## config.mk

```make
export PLATFORM = sky130hd
export DESIGN_NAME = fetch_unit_flat
export DESIGN_NICKNAME = d
export VERILOG_FILES = /design/src/rtl/fetch_unit_if.sv /design/src/rtl/fetch_unit.sv /design/src/flat_wrapper.sv
export SDC_FILE = /design/constraint.sdc
export NUM_CORES = 1
export LEC_CHECK = 0
export ABC_CLOCK_PERIOD_IN_PS = 2450
export CORE_MARGIN = 4
export CORE_UTILIZATION = 43
export DETAILED_ROUTE_END_ITERATION = 8
export PLACE_DENSITY = 0.82
export SYNTH_ARGS = -nofsm -noshare
export SYNTH_HDL_FRONTEND = slang
export SYNTH_SLANG_ARGS = --single-unit
```

## constraint.sdc

```tcl
create_clock -name clk -period 2.45 [get_ports clk]
set_input_delay 0.3675 -clock clk [delete_from_list [all_inputs] [get_ports clk]]
set_output_delay 0.3675 -clock clk [all_outputs]
set_load 0.005 [all_outputs]
```

## src/rtl/fetch_unit_if.sv

```systemverilog
// Instruction-memory read channel: the fetch stage drives req/addr, memory answers with ack/rdata.
interface fetch_unit_if;
  logic        req;
  logic [31:0] addr;
  logic        ack;
  logic [31:0] rdata;

  modport master (output req, output addr, input ack, input rdata);
  modport slave  (input req, input addr, output ack, output rdata);
endinterface

```

## src/rtl/fetch_unit.sv

```systemverilog
// Fetch stage: holds the PC, reads instruction memory with req/ack and presents one
// instruction at a time to the decoder, applying its redirect when the instruction is consumed.
module fetch_unit #(
  parameter logic [31:0] RESET_PC  = 32'h0000_0000,
  parameter logic [31:0] NOP_INSTR = 32'h0000_0013
) (
  input  logic               clk,
  input  logic               rst,
  input  logic               PCsrc,
  input  logic [31:0]        target,
  input  logic               stall,
  fetch_unit_if.master       imem,
  output logic [31:0]        instr,
  output logic               instr_valid,
  output logic [31:0]        pc,
  output logic [31:0]        pc_plus4,
  output logic               misalign,
  output logic [31:0]        retired
);

  typedef enum logic {FETCH, HOLD} state_t;

  state_t      state_reg, state_next;
  logic        first_reg;
  logic [31:0] pc_reg, pc_next;
  logic [31:0] instr_reg;
  logic        valid_reg;
  logic        misalign_reg;
  logic [31:0] retired_reg;

  logic        req_int;
  logic        fetch_done;
  logic        consume;
  logic [31:0] target_aligned;

  always_ff @(posedge clk) begin
    if (rst) begin
      state_reg <= FETCH;
    end else begin
      state_reg <= state_next;
    end
  end

  always_comb begin
    state_next = state_reg;
    case (state_reg)
      FETCH: if (fetch_done) state_next = HOLD;
      HOLD:  if (consume)    state_next = FETCH;
      default: state_next = FETCH;
    endcase
  end

  // The cycle right after reset never requests, so a late ack from an abandoned read is dropped.
  always_comb begin
    req_int    = (state_reg == FETCH) && !first_reg;
    fetch_done = req_int && imem.ack;
    consume    = (state_reg == HOLD) && valid_reg && !stall;
  end

  assign target_aligned = target & 32'hFFFF_FFFC;
  assign pc_plus4       = pc_reg + 32'd4;
  assign pc_next        = PCsrc ? target_aligned : pc_plus4;

  always_ff @(posedge clk) begin
    if (rst) begin
      first_reg    <= 1'b1;
      pc_reg       <= RESET_PC & 32'hFFFF_FFFC;
      instr_reg    <= NOP_INSTR;
      valid_reg    <= 1'b0;
      misalign_reg <= 1'b0;
      retired_reg  <= 32'd0;
    end else begin
      first_reg    <= 1'b0;
      misalign_reg <= consume && PCsrc && target[1];
      if (fetch_done) begin
        instr_reg <= imem.rdata;
        valid_reg <= 1'b1;
      end
      if (consume) begin
        pc_reg      <= pc_next;
        instr_reg   <= NOP_INSTR;
        valid_reg   <= 1'b0;
        retired_reg <= retired_reg + 32'd1;
      end
    end
  end

  assign imem.req    = req_int;
  assign imem.addr   = pc_reg;
  assign instr       = instr_reg;
  assign instr_valid = valid_reg;
  assign pc          = pc_reg;
  assign misalign    = misalign_reg;
  assign retired     = retired_reg;

endmodule

```

## src/flat_wrapper.sv

```systemverilog
// flat-port wrapper written by rule: the top's interface ports become plain ports
module fetch_unit_flat 
#(
  parameter logic [31:0] RESET_PC  = 32'h0000_0000,
  parameter logic [31:0] NOP_INSTR = 32'h0000_0013
)
  (clk, rst, PCsrc, target, stall, instr, instr_valid, pc, pc_plus4, misalign, retired, imem_req, imem_addr, imem_ack, imem_rdata);
  fetch_unit_if imem_i ();
  input  logic clk;
  input  logic rst;
  input  logic PCsrc;
  input  logic [31:0] target;
  input  logic stall;
  output logic [31:0] instr;
  output logic instr_valid;
  output logic [31:0] pc;
  output logic [31:0] pc_plus4;
  output logic misalign;
  output logic [31:0] retired;
  output wire logic [$bits(imem_i.req)-1:0] imem_req;
  output wire logic [$bits(imem_i.addr)-1:0] imem_addr;
  input wire logic [$bits(imem_i.ack)-1:0] imem_ack;
  input wire logic [$bits(imem_i.rdata)-1:0] imem_rdata;
  assign imem_req = imem_i.req;
  assign imem_addr = imem_i.addr;
  assign imem_i.ack = imem_ack;
  assign imem_i.rdata = imem_rdata;
  fetch_unit #(.RESET_PC(RESET_PC), .NOP_INSTR(NOP_INSTR)) u_core (.clk(clk), .rst(rst), .PCsrc(PCsrc), .target(target), .stall(stall), .imem(imem_i), .instr(instr), .instr_valid(instr_valid), .pc(pc), .pc_plus4(pc_plus4), .misalign(misalign), .retired(retired));
endmodule
```

### Word level (Yosys, flattened, before mapping)

Index checks and enable logic that the tools add are counted.

| cells by class | value |
|---|---|
| mux-type cells | 5 |
| reduce and logical (&&, ||, !) cells | 9 |
| $add $sub $neg | 2 |
| bitwise gates (word level) | 1 |

Operator list:

| cell | count |
|---|---|
| 32-bit by 1-bit adder with 32-bit output, second input constant | 1 |
| 32-bit by 3-bit adder with 32-bit output, second input constant | 1 |
| 32-bit two-way mux | 1 |
| 1-bit logical AND | 6 |
| 1-bit two-way mux | 3 |
| 1-bit logical NOT | 2 |
| 1-bit case mux with 2 select lines | 1 |
| 2-bit OR reduction | 1 |
| 1-bit inverter | 1 |

| word-level totals | value |
|---|---|
| flip-flop bits (word level) | 100 |
| output and inout bits | 163 |

### Logic depth before layout (Yosys ltp)

Gate-level depths: netlist of run 1.

| logic depth | value |
|---|---|
| depth in word-level cells | 5 |
| gate-level depth with buffers | 7 |
| depth with buffers taken out | 6 |

### Worst setup path before layout of run 1

Ideal clock, no wire load.

| timing path | value |
|---|---|
| path kind | reg-to-output |
| from | register u_core.pc_reg[10], in the netlist u_core.imem.addr[10] |
| to | output pc_plus4[28] |
| arrival | 1734 ps |
| data required time | 2082 ps |
| cell stages (with the launch flop) | 7 |
| setup slack | 349 ps |
| buffers on the path | 2 |
| cells stage by stage | dfxtp_1 -> clkbuf_1 -> and4_1 -> clkbuf_1 -> nand4_1 -> nor4_1 -> xor2_1 |

| on the way | value |
|---|---|
| word-level cells in the longest chain between the ends | 1 |

Ends and longest elaborated chain:

| item | line | source |
|---|---|---|
| start, declared | fetch_unit.sv:25 | `logic [31:0] pc_reg, pc_next;` |
| start signal, assigned | fetch_unit.sv:67 | `pc_reg <= RESET_PC & 32'hFFFF_FFFC;` |
| start signal, assigned | fetch_unit.sv:80 | `pc_reg <= pc_next;` |
| 32-bit by 3-bit adder with 32-bit output | fetch_unit.sv:61 | `assign pc_plus4 = pc_reg + 32'd4;` |
| end, declared | flat_wrapper.sv:17 | `output logic [31:0] pc_plus4;` |

No other way between the ends.

### Final worst setup path of run 1

| timing path | value |
|---|---|
| from | register u_core.pc_reg[6], in the netlist u_core.imem.addr[6] |
| to | register u_core.pc_reg[15], in the netlist u_core.imem.addr[15] |

| on the way | value |
|---|---|
| word-level cells in the longest chain between the ends | 2 |

Ends and longest elaborated chain:

| item | line | source |
|---|---|---|
| 32-bit by 3-bit adder with 32-bit output | fetch_unit.sv:61 |  |
| 32-bit two-way mux | fetch_unit.sv:62 | `assign pc_next = PCsrc ? target_aligned : pc_plus4;` |

No other way between the ends.
A chain may end at the register's enable or synchronous reset.

==> metrics, run 1 <==
status=finished, violations left; failing checks=setup timing; CP bufs+invs=11; fill count=839; pin count of the biggest net entering global routing=60; via count=6299; Worst Path Arrival=2.89 ns; Clk Latency, worst-skew pair=0.34 ns; RSZ-0062 raised after global routing=yes; Total Routed Length=19.8 mm; number of flops mapped to enable cells by yosys=0; H-Tree Depth=3; Async SR Flop Fraction=0%; Layout area overhead=66.1%; Buffers on Ports=224; cell accounting for the most synthesized area=dfxtp_1; Static Leak=3.46 nW; Mapped Avg Cell Area=7.71 sq um; Worst-Margin Slew=0.561 ns; initial DRC count=486; Rel. slew slack=62.6%; Die ar.=14100 sq um; final worst-path cycle share=107%; chip height=119 um; Setup violations, final=11; Top FF cell, synth=dfxtp_1; synthesized cell area=5260 sq um; CTS max path bufs=2; gr usage total=24.7%; reg2reg setup slack=-0.18 ns; minimum clock period=2.63 ns; Core Region=12000 sq um; # nets final=1041; Die Wd=119 um; vias in the first global route=5823; CTS clock-pin slew for the worst setup and hold paths=0.07 ns; Slew Viols, Final=0; worst vdd ir=0.483 mV; Max FO, Critical Path=6; area of the multi-input gates=3010 sq um; CP cell instances=buf_6, nand4_4, buf_4, nor4_4, nand3_2, buf_4, buf_4, buf_4, buf_4, buf_4, buf_4, buf_4, buf_4, buf_4, a211oi_2; Hold Fails Final Rpt=0; total gr overflow=0; Slowest cell on crit path=dfxtp_2; first-pass GRT wire length=28.8 mm; clk root buf=clkbuf_16; Final ANT Viol Nets=0; Placer Congestion=0.888; layout cells sized above 1=21.0%; DPL Wire Length=12.8 mm; Setup WS pre-CTS=-0.0483 ns; Synth top area share=37.3%; diodes inserted=0; Storage cell area=1990 sq um; via/cell ratio=5.61; PD cells=398 nW/um^2; Num Clock Sinks=98; library cells used by synthesis=47; Initial Utilization=43.8%; top post-synthesis cells by area=dfxtp_1 37%, nand2_1 7.6%, a21oi_1 5.9%; max_cap viols=0; Max Clk Rate=380 MHz; Mapped Cells=682; synthesis-stage register bit count=98; max incr delay on CP=0.33 ns; hold-fix buffers at CTS=0; crit path kind=flip-flop to flip-flop; HP Class=input port to flip-flop; FP Rows=40; Post-route DRC=0; required time of the critical path=2.71 ns; Crit. End Element=flip-flop; Tot Pwr=0.00347 W; Ports=232; total CTS buffers=9; initial antenna violation count=0; Top delay family on crit path=buffers and inverters; CP most frequent cell=buf_4; crit start category=flip-flop; Final Core Density=72.8%; WL/cell=17.6 um; Setup Skew=0.00556 ns; post-route setup slack=-0.180 ns; Yosys Warn Count=0; sequential-to-total area share from yosys stat=37.3%; CTS tree=yes; drt pass-1 iters=5
[cells by family (layout without fill, tap and decap cells)]
logic type	after synthesis	in the layout	share of synthesized area (%)
AO/OA/AOI/OAI	124	124	13.9
XOR/XNOR	48	48	7.99
adder cells (fa/ha/maj)	2	2	0.476
buffers and inverters	89	377	8.99
flip-flops	98	98	37.3
multiplexers	7	7	1.33
other	1	6	0.0713
AND/OR/NAND/NOR	313	313	29.9
[cells in the mapped netlist, types with 2 or more instances]
library cell and n:
a21o_1 3, nor4_1 16, o41ai_1 2, inv_1 8, nand3_1 42, xor2_1 19
or4_1 9, a22o_1 2, nor3_1 9, o22ai_1 2, o211ai_1 2, a21oi_1 62
a32o_1 6, o21ai_0 21, nand4_1 29, o31ai_1 5, nor2_1 48, ha_1 2
or3_1 9, and3_1 19, a22oi_1 3, dfxtp_1 98, buf_4 36, a211oi_1 2
nand2b_1 4, clkbuf_1 37, xnor2_1 29, and4_1 6, and2_1 2, or2_2 4
nor2b_1 4, buf_1 5, buf_2 3, nand2_1 106, a31oi_1 10, mux2i_1 7
[path summary, 6_finish.rpt]
check | startpoint | cells after the start | endpoint
max | u_core.imem.addr[6] | 15 | u_core.imem.addr[15]
min | PCsrc | 3 | u_core.imem.addr[29]
max reg2reg | u_core.imem.addr[6] | 15 | u_core.imem.addr[15]
min reg2reg | u_core.instr[23] | 2 | u_core.instr[23]
[through the flow]
stage / instances / cell area [sq um] / hold WS (ns) / setup TNS [ns]
finish: 1122 / 8740 / 0.422 / -0.662
global placement: 1047 / 7800 / 0.440 / 0
global route: 1122 / 8740 / 0.419 / -1.95
detailed placement: 1047 / 7800 / 0.447 / -0.0568
CTS: 1099 / 8530 / 0.406 / -0.124
floorplan: 687 / 5280 / 0.395 / 0
[metal layers]
| layer | wire [um] | global-route usage [%] | vias up |
|---|---|---|---|
| met1 | 7500 | 28.3 | 2926 |
| li1 | - | - | 2944 |
| met5 | 0 | 0 | - |
| met3 | 1850 | 7.46 | 74 |
| met2 | 9720 | 42.6 | 355 |
| met4 | 703 | 10.4 | 0 |
[worst reg2reg max path: cells and delay by family, from the launching register on]
family / cells / cell delay [ns]
buffers and inverters: 11 / 1.43
DFF: 1 / 0.33
AOI/OAI and AO/OA: 1 / 0.17
and+or+nand+nor: 3 / 0.60
[layout make-up]
class / instances / share of cell area [%]
repair buffers: 353 / 36.9
multi-input cells: 500 / 34.5
flip-flops and latches: 98 / 22.7
clock buffers: 10 / 2.73
well taps: 147 / 2.10
clock inverters: 6 / 0.730
inverters: 8 / 0.344
[where the power goes]
group	internal (W)	leakage (nW)	switching [W]	total (W)
Clock	0.000820	0.145	0.000628	0.00145
Combinational	0.000215	2.51	0.000166	0.000381
Sequential	0.00162	0.803	0.0000204	0.00164
Total	0.00266	3.46	0.000814	0.00347
[cells in the final DEF, fill, tap and decap left out, types with 4 or more instances in the layout]
master and count:
a31oi_1 10, nor2_2 4, dlygate4sd2_1 11, nor4_1 10, nor4_4 5, buf_6 12, nor2b_1 4, conb_1 6
nor3_1 7, dfxtp_2 14, a32o_1 6, nand2b_1 4, xor2_1 19, dfxtp_1 82, buf_2 10, or4_1 7
nand3_2 4, clkdlybuf4s50_1 200, or3_1 9, mux2i_1 7, and3_1 17, inv_1 7, nand4_1 29, nand3_1 38
clkbuf_16 9, and4_1 5, o31ai_1 5, o21ai_0 21, nand2_1 105, a21oi_1 62, xnor2_1 29, buf_4 115
nor2_1 43
[what timing repair did]
item,CTS,global route
endpoints found under the setup margin,22,18
gates cloned,0,0
pin swaps,25,21
buffers inserted,36,25
resized for setup,85,29
Note: power is estimated with default switching activity, not from simulation.
==> run 2: changes to the inputs <==
--- a/config.mk
+++ b/config.mk
@@ -6,10 +6,12 @@
 export NUM_CORES = 1
 export LEC_CHECK = 0
 export ABC_CLOCK_PERIOD_IN_PS = 2450
+export CELL_PAD_IN_SITES_DETAIL_PLACEMENT = 0
+export CELL_PAD_IN_SITES_GLOBAL_PLACEMENT = 1
 export CORE_MARGIN = 4
-export CORE_UTILIZATION = 43
+export CORE_UTILIZATION = 30
 export DETAILED_ROUTE_END_ITERATION = 8
-export PLACE_DENSITY = 0.82
+export PLACE_DENSITY_LB_ADDON = 0.1
 export SYNTH_ARGS = -nofsm -noshare
 export SYNTH_HDL_FRONTEND = slang
 export SYNTH_SLANG_ARGS = --single-unit
==> run 2 against run 1 <==
  * The run now ends clean
  * Wire length decreased by 2.7%
  * Clock skew barely moved
  * Setup slack better by 0.25 ns
  * Critical path type is now flip-flop to output port
  * Global-route usage down 5.9 points
  * Sequential power hardly changed
  * Combinational power rose by 1%
==> metrics, run 2 (synthesis gave the netlist of run 1 again) <==
Hold Fails Final Rpt=0 (unchanged); reg2reg setup slack=0.25 ns (was -0.18 ns); first-pass GRT wire length=30.5 mm (was 28.8 mm); Final Core Density=50.2% (was 72.8%); Placer Congestion=0.890 (was 0.888); hold-fix buffers at CTS=0 (unchanged); max_cap viols=0 (unchanged); Slew Viols, Final=0 (unchanged); Max FO, Critical Path=4 (was 6); Die ar.=19700 sq um (was 14100 sq um); initial antenna violation count=1 (was 0); Max Clk Rate=420 MHz (was 380 MHz); Setup Skew=0.00592 ns (was 0.00556 ns); sequential share of power=47.1% (was 47.3%); most frequent cells in the layout=201 x clkdlybuf4s50_1, 104 x nand2_1, 88 x dfxtp_1, 86 x buf_4, 62 x a21oi_1 (was 200 x clkdlybuf4s50_1, 115 x buf_4, 105 x nand2_1, 82 x dfxtp_1, 62 x a21oi_1); Worst Path Arrival=2.01 ns (was 2.89 ns); worst vdd ir=0.300 mV (was 0.483 mV); HP Class=input port to flip-flop (unchanged); Post-route DRC=0 (unchanged); via count=5893 (was 6299); Setup violations, final=0 (was 11); switching portion of total power=23.6% (was 23.4%); CTS max path bufs=2 (unchanged); chip height=140 um (was 119 um); layout cells sized above 1=18.2% (was 21.0%); Total Routed Length=19.2 mm (was 19.8 mm); clk root buf=clkbuf_16 (unchanged); Crit. End Element=output port (was flip-flop); Layout area overhead=64.4% (was 66.1%); combinational power share=11.0% (about the same); CP endpoint=pc_plus4[6] (was u_core.imem.addr[15]); Core Region=17200 sq um (was 12000 sq um); Reg-to-Reg Start=u_core.imem.addr[14] (was u_core.imem.addr[6]); vias in the first global route=5714 (was 5823); crit start category=flip-flop (unchanged); CTS tree=yes (unchanged); pin count of the biggest net entering global routing=64 (was 60); clock power share=41.9% (was 41.7%); cell internal pwr=0.00267 W (was 0.00266 W); total gr overflow=0 (unchanged); Num Clock Sinks=98 (unchanged); gr usage total=18.8% (was 24.7%); Die Wd=140 um (was 119 um); H-Tree Depth=3 (unchanged); Buffers on Ports=224 (unchanged); final worst-path cycle share=97.2% (was 107%); CTS clock-pin slew for the worst setup and hold paths=0.07 ns (about the same); R2R cell count=10 (was 15); required time of the critical path=2.08 ns (was 2.71 ns); initial DRC count=278 (was 486); PD cells=404 nW/um^2 (was 398 nW/um^2); Setup crit start=u_core.imem.addr[4] (was u_core.imem.addr[6]); Initial Utilization=30.5% (was 43.8%); via/cell ratio=5.03 (was 5.61); Ports=232 (unchanged); WHS=0.453 ns (was 0.422 ns); minimum clock period=2.38 ns (was 2.63 ns); Clk Latency, worst-skew pair=0.34 ns (about the same); Static Leak=3.34 nW (was 3.46 nW); FP Rows=48 (was 40); most common cell after layout, fill and taps aside=clkdlybuf4s50_1 (unchanged); # nets final=1013 (was 1041); total CTS buffers=9 (unchanged); WL/cell=16.4 um (was 17.6 um); hold_sp=rst (was PCsrc); status=finished, final reports clean (was finished, violations left); drt pass-1 iters=5 (unchanged); diodes inserted=0 (unchanged); R2R Path End=u_core.imem.addr[24] (was u_core.imem.addr[15]); crit path kind=flip-flop to output port (was flip-flop to flip-flop); DPL Wire Length=14.2 mm (was 12.8 mm); Final ANT Viol Nets=0 (unchanged); Psw=0.000824 W (was 0.000814 W)
==> run 2: changes by cell type in the layout (fill, tap and decap cells not counted), sizes merged <==
cell / before / now
clkbuf: 10 / 17
clkinvlp: 2 / 0
dlygate4sd2: 11 / 8
clkdlybuf4s50: 200 / 201
buf: 139 / 106
clkinv: 2 / 3
clkdlybuf4s15: 1 / 0
dlymetal6s2s: 2 / 3
==> run 2: per-layer routing <==
metal | vias to the layer above | global-route usage, % | routed length, um | share of wire, %
met3 | 23 | 4.06 | 1040 | 5.4
met1 | 2810 | 22.3 | 7890 | 41
met4 | 2 | 5.20 | 309 | 1.6
met2 | 170 | 34.0 | 10000 | 52
met5 | - | 0 | 12 | 0.062
li1 | 2888 | - | - | -
==> run 2: power by group through the flow <==
stage / Sequential [W] / Combinational [W] / Clock [W]
after floorplan: 0.00169 / 0.000141 / 0
after CTS: 0.00164 / 0.000389 / 0.00151
after detailed placement: 0.00168 / 0.000388 / 0
final: 0.00164 / 0.000386 / 0.00146
after global routing: 0.00165 / 0.000418 / 0.00157
after global placement: 0.00168 / 0.000382 / 0
==> run 2: how the worst min path moves through the flow <==
stage	endpoint	slack (ns)	cells after the start
detailed placement	u_core.instr[28]	0.45	2
floorplan	u_core.first_reg	0.40	0
global placement	u_core.instr[7]	0.44	2
global route	u_core.first_reg	0.46	2
CTS	u_core.first_reg	0.45	2
finish	u_core.first_reg	0.45	2
==> run 2: repair_timing <==
item | CTS | global route
pin swaps | 12 | 14
setup endpoints to repair | 24 | 17
gates resized for setup | 56 | 47
setup buffers | 7 | 19
==> run 2: layout make-up <==
cell class                      instances  area (sq um)
Clock buffer                           10           239
Clock inverter                          5          63.8
Fill cell                            1631          8590
Inverter                                8          30.0
Multi-Input combinational cell        500          3020
Sequential cell                        98          1980
Tap cell                              225           282
Timing Repair Buffer                  325          3040
==> run 2: per-stage QoR <==
| stage | power, W | TNS, ns | cell area, sq um | setup WS (ns) | cells |
|---|---|---|---|---|---|
| 3_5_place_dp | 0.00207 | -0.225 | 7980 | -0.0637 | 1130 |
| 2_1_floorplan | 0.00183 | 0 | 5280 | 0.349 | 687 |
| 4_1_cts | 0.00354 | -0.602 | 8450 | -0.220 | 1152 |
| 3_3_place_gp | 0.00206 | -0.127 | 7980 | -0.0531 | 1130 |
| 6_report | 0.00349 | 0 | 8650 | 0.0689 | 1171 |
| 5_1_grt | 0.00364 | -0.0301 | 8650 | -0.0202 | 1171 |
==> run 2: worst max-delay path, cell delays in order (launching register included) <==
cell and delay, ns:
dfxtp_2 0.34, buf_6 0.11, buf_4 0.12, and2_1 0.14, buf_4 0.14, nand2_1 0.06, xnor2_1 0.19, clkdlybuf4s50_1 0.57
